File: config.mk
export PLATFORM = sky130hd
export DESIGN_NAME = serial_subtractor
export DESIGN_NICKNAME = d
export VERILOG_FILES = /design/src/rtl/serial_subtractor.sv
export SDC_FILE = /design/constraint.sdc
export NUM_CORES = 1
export LEC_CHECK = 0
export CORE_ASPECT_RATIO = 0.5
export CORE_UTILIZATION = 30
export CTS_CLUSTER_SIZE = 12
export DETAILED_ROUTE_END_ITERATION = 8
export HOLD_SLACK_MARGIN = 0.12
export SLEW_MARGIN = 20
export SYNTH_ARGS = -nofsm -noshare
export SYNTH_HDL_FRONTEND = slang
export SYNTH_SLANG_ARGS = --single-unit
File: constraint.sdc
create_clock -name clk -period 1.65 [get_ports clk]
set_input_delay 0.165 -clock clk [delete_from_list [all_inputs] [get_ports clk]]
set_output_delay 0.165 -clock clk [all_outputs]
set_load 0.02 [all_outputs]
File: src/rtl/serial_subtractor.sv
// Bit-serial subtractor: x - y - b_in, one bit per clock, LSB first.
// One full-subtractor cell plus a borrow flop; all outputs registered.
module serial_subtractor #(
  parameter int WIDTH = 8
) (
  input  logic             clk,
  input  logic             rst_n,
  input  logic             start,
  input  logic [WIDTH-1:0] x,
  input  logic [WIDTH-1:0] y,
  input  logic             b_in,
  output logic [WIDTH-1:0] diff,
  output logic             c_out,
  output logic             ovf,
  output logic             busy,
  output logic             done
);

  localparam int CW = $clog2(WIDTH + 1);

  typedef enum logic {
    IDLE = 1'b0,
    RUN  = 1'b1
  } state_t;

  state_t           state_q;
  logic [WIDTH-1:0] x_q;
  logic [WIDTH-1:0] y_q;
  logic [WIDTH-1:0] res_q;
  logic [WIDTH-1:0] res_d;
  logic [WIDTH-1:0] diff_q;
  logic [CW-1:0]    cnt_q;
  logic             br_q;
  logic             br_d;
  logic             d_bit;
  logic             last;
  logic             c_out_q;
  logic             ovf_q;
  logic             busy_q;
  logic             done_q;

  // Full-subtractor cell on the operand LSBs and result shift-in.
  always_comb begin
    d_bit = x_q[0] ^ y_q[0] ^ br_q;
    br_d  = (~x_q[0] & y_q[0]) | (~(x_q[0] ^ y_q[0]) & br_q);
    res_d = res_q >> 1;
    res_d[WIDTH-1] = d_bit;
    last  = (cnt_q == CW'(WIDTH - 1));
  end

  // Control FSM, datapath shift registers and registered outputs.
  always_ff @(posedge clk or negedge rst_n) begin
    if (!rst_n) begin
      state_q <= IDLE;
      x_q     <= '0;
      y_q     <= '0;
      res_q   <= '0;
      diff_q  <= '0;
      cnt_q   <= '0;
      br_q    <= 1'b0;
      c_out_q <= 1'b0;
      ovf_q   <= 1'b0;
      busy_q  <= 1'b0;
      done_q  <= 1'b0;
    end else begin
      done_q <= 1'b0;
      unique case (state_q)
        IDLE: begin
          if (start) begin
            x_q     <= x;
            y_q     <= y;
            br_q    <= b_in;
            cnt_q   <= '0;
            busy_q  <= 1'b1;
            state_q <= RUN;
          end
        end
        RUN: begin
          x_q   <= x_q >> 1;
          y_q   <= y_q >> 1;
          res_q <= res_d;
          br_q  <= br_d;
          cnt_q <= cnt_q + CW'(1);
          if (last) begin
            diff_q  <= res_d;
            c_out_q <= br_d;
            ovf_q   <= br_q ^ br_d;
            done_q  <= 1'b1;
            busy_q  <= 1'b0;
            state_q <= IDLE;
          end
        end
      endcase
    end
  end

  assign diff  = diff_q;
  assign c_out = c_out_q;
  assign ovf   = ovf_q;
  assign busy  = busy_q;
  assign done  = done_q;

endmodule

==> results of run 1 <==
sequential cells by signal (all words and copies together) (netlist names):
| register | count |
|---|---|
| done | 1 |
| busy | 1 |
| res_q | 7 |
| x_q | 8 |
| y_q | 8 |
| state_q | 1 |
| diff | 8 |
| br_q | 1 |
| cnt_q | 4 |
| c_out | 1 |
| ovf | 1 |
per-stage QoR:
stage	total power [mW]	area [µm²]
floorplan	2.77	1750
global route	4.75	2340
global placement	3.30	2160
CTS	4.50	2340
detailed placement	3.35	2160
finish	4.44	2340
layer usage:
layer,routed length (µm),share of wire (%)
met3,94,3.0
met5,0,0
met2,1500,48
met4,28,0.90
met1,1490,48
power groups by stage:
stage               Clock (mW)  Sequential (mW)  Combinational (mW)
floorplan                    0             1.84               0.929
global placement             0             1.74                1.56
detailed placement           0             1.76                1.60
CTS                       1.15             1.75                1.60
global route              1.19             1.80                1.76
finish                    1.12             1.74                1.58
synthesized netlist by cell type:
cell type and instances:
fa_1 1, buf_6 1, clkbuf_1 3, dfrtp_1 41, xnor2_1 1, o21ai_0 18
inv_1 5, ha_1 1, buf_2 3, buf_4 1, nand4b_4 1, o211a_1 1
a22o_1 1, mux2_2 10, mux2_4 5, a21oi_1 2, mux2i_1 16, xor2_1 2
nand3_1 2, nor2_1 5, o22ai_1 1, nand2_1 19
kinds of logic after synthesis:
group,after synthesis,synth area share [%]
DFF,41,58.8
muxes,31,19.9
and+or+nand+nor,27,7.10
AOI/OAI and AO/OA,23,7.17
buffers and inverters,13,3.66
xor gates and xnor gates,3,1.51
adders and majority gates,2,1.86
final timing paths:
kind,startpoint,end,depth (start not counted)
worst max-delay path,diff[7],diff[7],1
worst min-delay path,rst_n,res_q[2],2
worst max register to register,cnt_q[0],diff[4],3
worst min register to register,x_q[1],x_q[0],2
max in group asynchronous,rst_n,y_q[0],3
min in group clk,x_q[1],x_q[0],2
final cells by class:
| type | instances | area, µm² |
|---|---|---|
| fillers | 542 | 3200 |
| clock inverters | 1 | 30.0 |
| multi-input cells | 86 | 656 |
| clock buffers | 7 | 143 |
| flip-flops and latches | 41 | 1030 |
| repair buffers | 37 | 378 |
| inverters | 5 | 18.8 |
| well taps | 73 | 91.3 |
==> results by group, run 1 <==
Run status
  – Outcome: finished, final reports clean

Worst setup path
  – WP data arrival: between 1000 and 1500 ps
  – Reg2Reg Setup Slack: between 200 and 300 ps
  – Max incr delay on CP: 610 ps
  – Largest delay contributor family on the critical path: buffers and inverters
  – Critical path type: reg -> out
  – Worst Setup End Kind: output port
  – CP max-delay cell: clkdlybuf4s50_1
  – Worst path cell trace: clkdlybuf4s50_1
  – Critical Path Source Type: flip-flop
  – WP data required: between 1000 and 1500 ps
  – Crit Path Max Fanout: 2
  – Worst path buffer plus inverter count: 1

Synth
  – #FFs+latches synth: 41
  – Yosys top cell area share: between 50% and 60%
  – Mapped Nets: roughly 160
  – Largest area contributor in the netlist: dfrtp_1
  – Sequential share of the synthesized area: 58.8%
  – Ys Warns: 0
  – Mapped Cells: 140
  – Top cells by area, synth: dfrtp_1, mux2i_1, mux2_2
  – Synthesized area: approximately 1700 µm²
  – Synth Area per Inst: between 10 and 15 µm²
  – Cell variety after synth: 22

Power and ir drop
  – Clock power frac: between 20% and 30%
  – VDD IR max: 0.000692 V
  – Static leakage: between 1 and 1.5 nW
  – Sw Pwr: ~1.4 mW
  – Sw frac: a little under a third
  – Gate power share: 35.6%
  – Internal power: about 3.1 mW
  – Flop pwr share: slightly below 40%
  – Power density cells: between 1500 and 2000 nW/µm²

Floorplan
  – Die width: 110 µm
  – Initial Utilization: between 30% and 40%
  – Die Y: 55.9 µm
  – Core Region: about 5500 µm²
  – Io pins: 32
  – Die area: 6150 µm²
  – FP Rows: 19

Detailed routing
  – Residual DRC: 0
  – DR vias/cell: ~4.5
  – Wirelength per Cell: between 10 and 15 µm
  – Antenna Nets Post-Route: 0
  – Final WL: a little over 3 mm
  – Via Count: approximately 1,100
  – Drt initial violations: 22
  – Detailed Routing Iterations Pass 1: 4

STA
  – Final min period: between 1000 and 1500 ps
  – Fin crit share: roughly 85%
  – Worst Setup Slack, final: roughly 240 ps
  – Highest Clock Rate: slightly above 700 MHz
  – Tightest Pin Transition: about 460 ps
  – Endpoints failing setup: 0
  – Max_slew headroom: 69.7%
  – Worst Hold Slack: ~370 ps
  – Setup TNS: 0 ps
  – Final Hold Viols: 0
  – RSZ-0062 raised after global routing: false
  – Max-slew violations: 0
  – Layout Skew: roughly 5.9 ps

CTS
  – Max H-tree Level: 2
  – CTS tree: done
  – CTS Buffer Depth: 2
  – Clk root buf: clkbuf_16
  – # hold bufs at CTS: 1
  – Setup bufs post-CTS: 0
  – Worst-Skew Late Latency: roughly 280 ps
  – CTS clock-pin slew for the worst setup and hold paths: roughly 60 ps
  – Clock sink count: 41
  – Inserted Clock Buffers: 5
  – Post-CTS sizing: 0

Cells and area
  – ANT cells: 0
  – Layout cells sized above 1: between 10% and 20%
  – Highest-count cells in the layout ignoring fill and taps: dfrtp_1, clkdlybuf4s50_1, nand2_1
  – Non-Filler Instances: 250
  – Final Core Density: 42.3%
  – Commonest non-fill, non-tap cell in the layout: dfrtp_1
  – Synthesis-to-layout area growth: 34.2%
  – Layout Nets: 198

Global routing
  – Busiest grt layer: met2
  – Grt met3 use: 3.51%
  – GR Util met2: 18.3%
  – Total gr overflow: 0
  – Antenna violations before repair: 0
  – Vias in the first global route: between 1,000 and 1,500
  – Largest net degree at the start of global routing: 24
  – First-pass GRT wire length: 5.43 mm
  – Global Route Usage Sum: around an eighth
  – Met1 Resource Use GR: ~16%

Placement
  – Port Buffers: 31
  – Placed cell count: about 240
  – Post-Place Worst Slack: 250 ps
  – Dpl hpwl: around 2.2 mm
  – GPL Wtd Cong: approximately 0.7

Flow run
  – Maxcap violations: 0

Hold path
  – Hold crit path type: in -> async
Power figures use the tool's default switching activity.
==> inputs of run 2 (changes only) <==
- CORE_ASPECT_RATIO: 0.5 -> not set
==> run 2 against run 1 <==
Clock-buffer cell count down 1. Register-to-register slack better by 20 ps. Core utilization down 1.7 points. Critical path depth unchanged. First-iteration DRC count up 110%. Via count down 0.36%. Critical endpoint is now busy. Largest cell class unchanged.
==> results by group, run 2 (same netlist as run 1, synthesis figures left out) <==
Placement
  – GPL Wtd Cong: 0.680 (was 0.706)
  – Dpl hpwl: 2.15 mm (was 2.17 mm)
  – Port Buffers: 31 (unchanged)
  – Placed cell count: 241 (unchanged)

Floorplan
  – Die Y: 78.3 µm (was 55.9 µm)
  – Core Region: 5540 µm² (about the same)
  – Io pins: 32 (unchanged)
  – FP Rows: 27 (was 19)
  – Die width: 78.3 µm (was 110 µm)
  – Initial Utilization: 31.5% (about the same)
  – Die area: 6130 µm² (was 6150 µm²)

CTS
  – Max H-tree Level: 2 (unchanged)
  – Inserted Clock Buffers: 5 (unchanged)
  – Worst-Skew Late Latency: 290 ps (was 280 ps)
  – CTS clock-pin slew for the worst setup and hold paths: 70 ps (was 60 ps)
  – CTS tree: done (unchanged)
  – Clk root buf: clkbuf_8 (was clkbuf_16)
  – CTS Buffer Depth: 2 (unchanged)
  – Clock sink count: 41 (unchanged)

Cells and area
  – Layout Nets: 199 (was 198)
  – Fillers: 540 (was 542)
  – Non-Filler Instances: 250 (unchanged)
  – ANT cells: 0 (unchanged)
  – Synthesis-to-layout area growth: 28.7% (was 34.2%)
  – Commonest non-fill, non-tap cell in the layout: dfrtp_1 (unchanged)
  – Layout cells sized above 1: 16.9% (was 16.4%)
  – Highest-count cells in the layout ignoring fill and taps: dfrtp_1, clkdlybuf4s50_1, nand2_1 (unchanged)

STA
  – Max_slew headroom: 68.5% (was 69.7%)
  – Max-slew violations: 0 (unchanged)
  – Layout Skew: 3.39 ps (was 5.85 ps)
  – Final min period: 1440 ps (was 1410 ps)
  – Setup TNS: 0 ps (unchanged)
  – Tightest Pin Transition: 472 ps (was 455 ps)
  – Fin crit share: 87.1% (was 85.4%)
  – Highest Clock Rate: 696 MHz (was 710 MHz)
  – Final Hold Viols: 0 (unchanged)
  – Endpoints failing setup: 0 (unchanged)
  – Worst Hold Slack: 363 ps (was 369 ps)
  – RSZ-0062 raised after global routing: false (unchanged)

Detailed routing
  – Residual DRC: 0 (unchanged)
  – Via Count: 1,112 (was 1,116)
  – Antenna Nets Post-Route: 0 (unchanged)
  – Drt initial violations: 47 (was 22)
  – DR vias/cell: 4.45 (was 4.46)
  – Final WL: 3.02 mm (was 3.11 mm)
  – Detailed Routing Iterations Pass 1: 4 (unchanged)
  – Wirelength per Cell: 12.1 µm (was 12.4 µm)

Global routing
  – Vias in the first global route: 1,077 (was 1,164)
  – Largest net degree at the start of global routing: 23 (was 24)
  – Antenna violations before repair: 0 (unchanged)
  – First-pass GRT wire length: 5.08 mm (was 5.43 mm)
  – Total gr overflow: 0 (unchanged)
  – Global Route Usage Sum: 11.0% (was 11.9%)

Worst setup path
  – WP data required: 1480 ps (about the same)
  – Worst path buffer plus inverter count: 1 (unchanged)
  – CP max-delay cell: clkdlybuf4s50_1 (unchanged)
  – Critical path type: reg -> out (unchanged)
  – Crit Path Max Fanout: 2 (unchanged)
  – Max incr delay on CP: 620 ps (was 610 ps)
  – Reg2Reg Setup Slack: 270 ps (was 250 ps)
  – WP data arrival: 1270 ps (was 1240 ps)
  – Critical Path Source Type: flip-flop (unchanged)
  – Largest delay contributor family on the critical path: buffers and inverters (unchanged)
  – Worst path cell trace: clkdlybuf4s50_1 (unchanged)
  – Worst Setup End Kind: output port (unchanged)

Flow run
  – Maxcap violations: 0 (unchanged)

Run status
  – Outcome: finished, final reports clean (unchanged)

Power and ir drop
  – Power density cells: 1750 nW/µm² (was 1890 nW/µm²)
  – Static leakage: 1.04 nW (was 1.08 nW)
  – VDD IR max: 0.000691 V (was 0.000692 V)

Hold path
  – Hold crit path type: in -> async (unchanged)
-- run 2: metrics by stage --
| step | util (%) | setup WS, ps | area (µm²) | power (mW) |
|---|---|---|---|---|
| floorplan | - | 334 | 1750 | 2.77 |
| global placement | 38.9 | 294 | 2150 | 3.31 |
| detailed placement | 38.9 | 269 | 2150 | 3.35 |
| CTS | 40.5 | 198 | 2250 | 3.99 |
| global route | 40.5 | 155 | 2250 | 4.21 |
| finish | 40.5 | 213 | 2250 | 3.93 |
-- run 2: worst paths after layout --
check | startpoint | end | cells after the start
min in group clk | y[7] | y_q[7] | 3
setup / recovery | busy | busy | 1
hold reg to reg | x_q[3] | x_q[2] | 2
hold / removal | rst_n | diff[6] | 2
setup reg to reg | cnt_q[0] | diff[6] | 3
max in group asynchronous | rst_n | cnt_q[2] | 3
-- run 2: timing repair --
action                                  4_1_cts  5_1_grt
resized for setup                             0        0
hold buffers                                  1        0
endpoints found under the setup margin        0        0
setup buffers                                 0        0
hold endpoints to repair                     20        0
-- run 2: worst reg2reg max path: cells and delay by family (launching register included) --
kind	cells	cell delay, ps
adders and majority gates	1	240
muxes	1	380
DFF	1	390
and+or+nand+nor	1	270
-- run 2: layout make-up --
type | count | area [µm²] | area share, %
well taps | 72 | 90.1 | 4.01
repair buffers | 38 | 373 | 16.6
clock buffers | 6 | 72.6 | 3.23
flip-flops and latches | 41 | 1030 | 45.7
clock inverters | 2 | 10.0 | 0.446
multi-input cells | 86 | 656 | 29.2
inverters | 5 | 18.8 | 0.836
-- run 2: routing by layer --
layer	wire length, µm	up-vias	GRT usage (%)
met2	1350	29	16.1
li1	-	547	-
met4	38	0	5.00
met3	151	5	3.72
met1	1480	531	14.5
met5	0	-	0
-- run 2: power by group --
part           internal, mW  switching [mW]  total [mW]
logic                 0.860           0.701        1.56
registers              1.45           0.303        1.75
clock network         0.293           0.329       0.622
total                  2.60            1.33        3.93
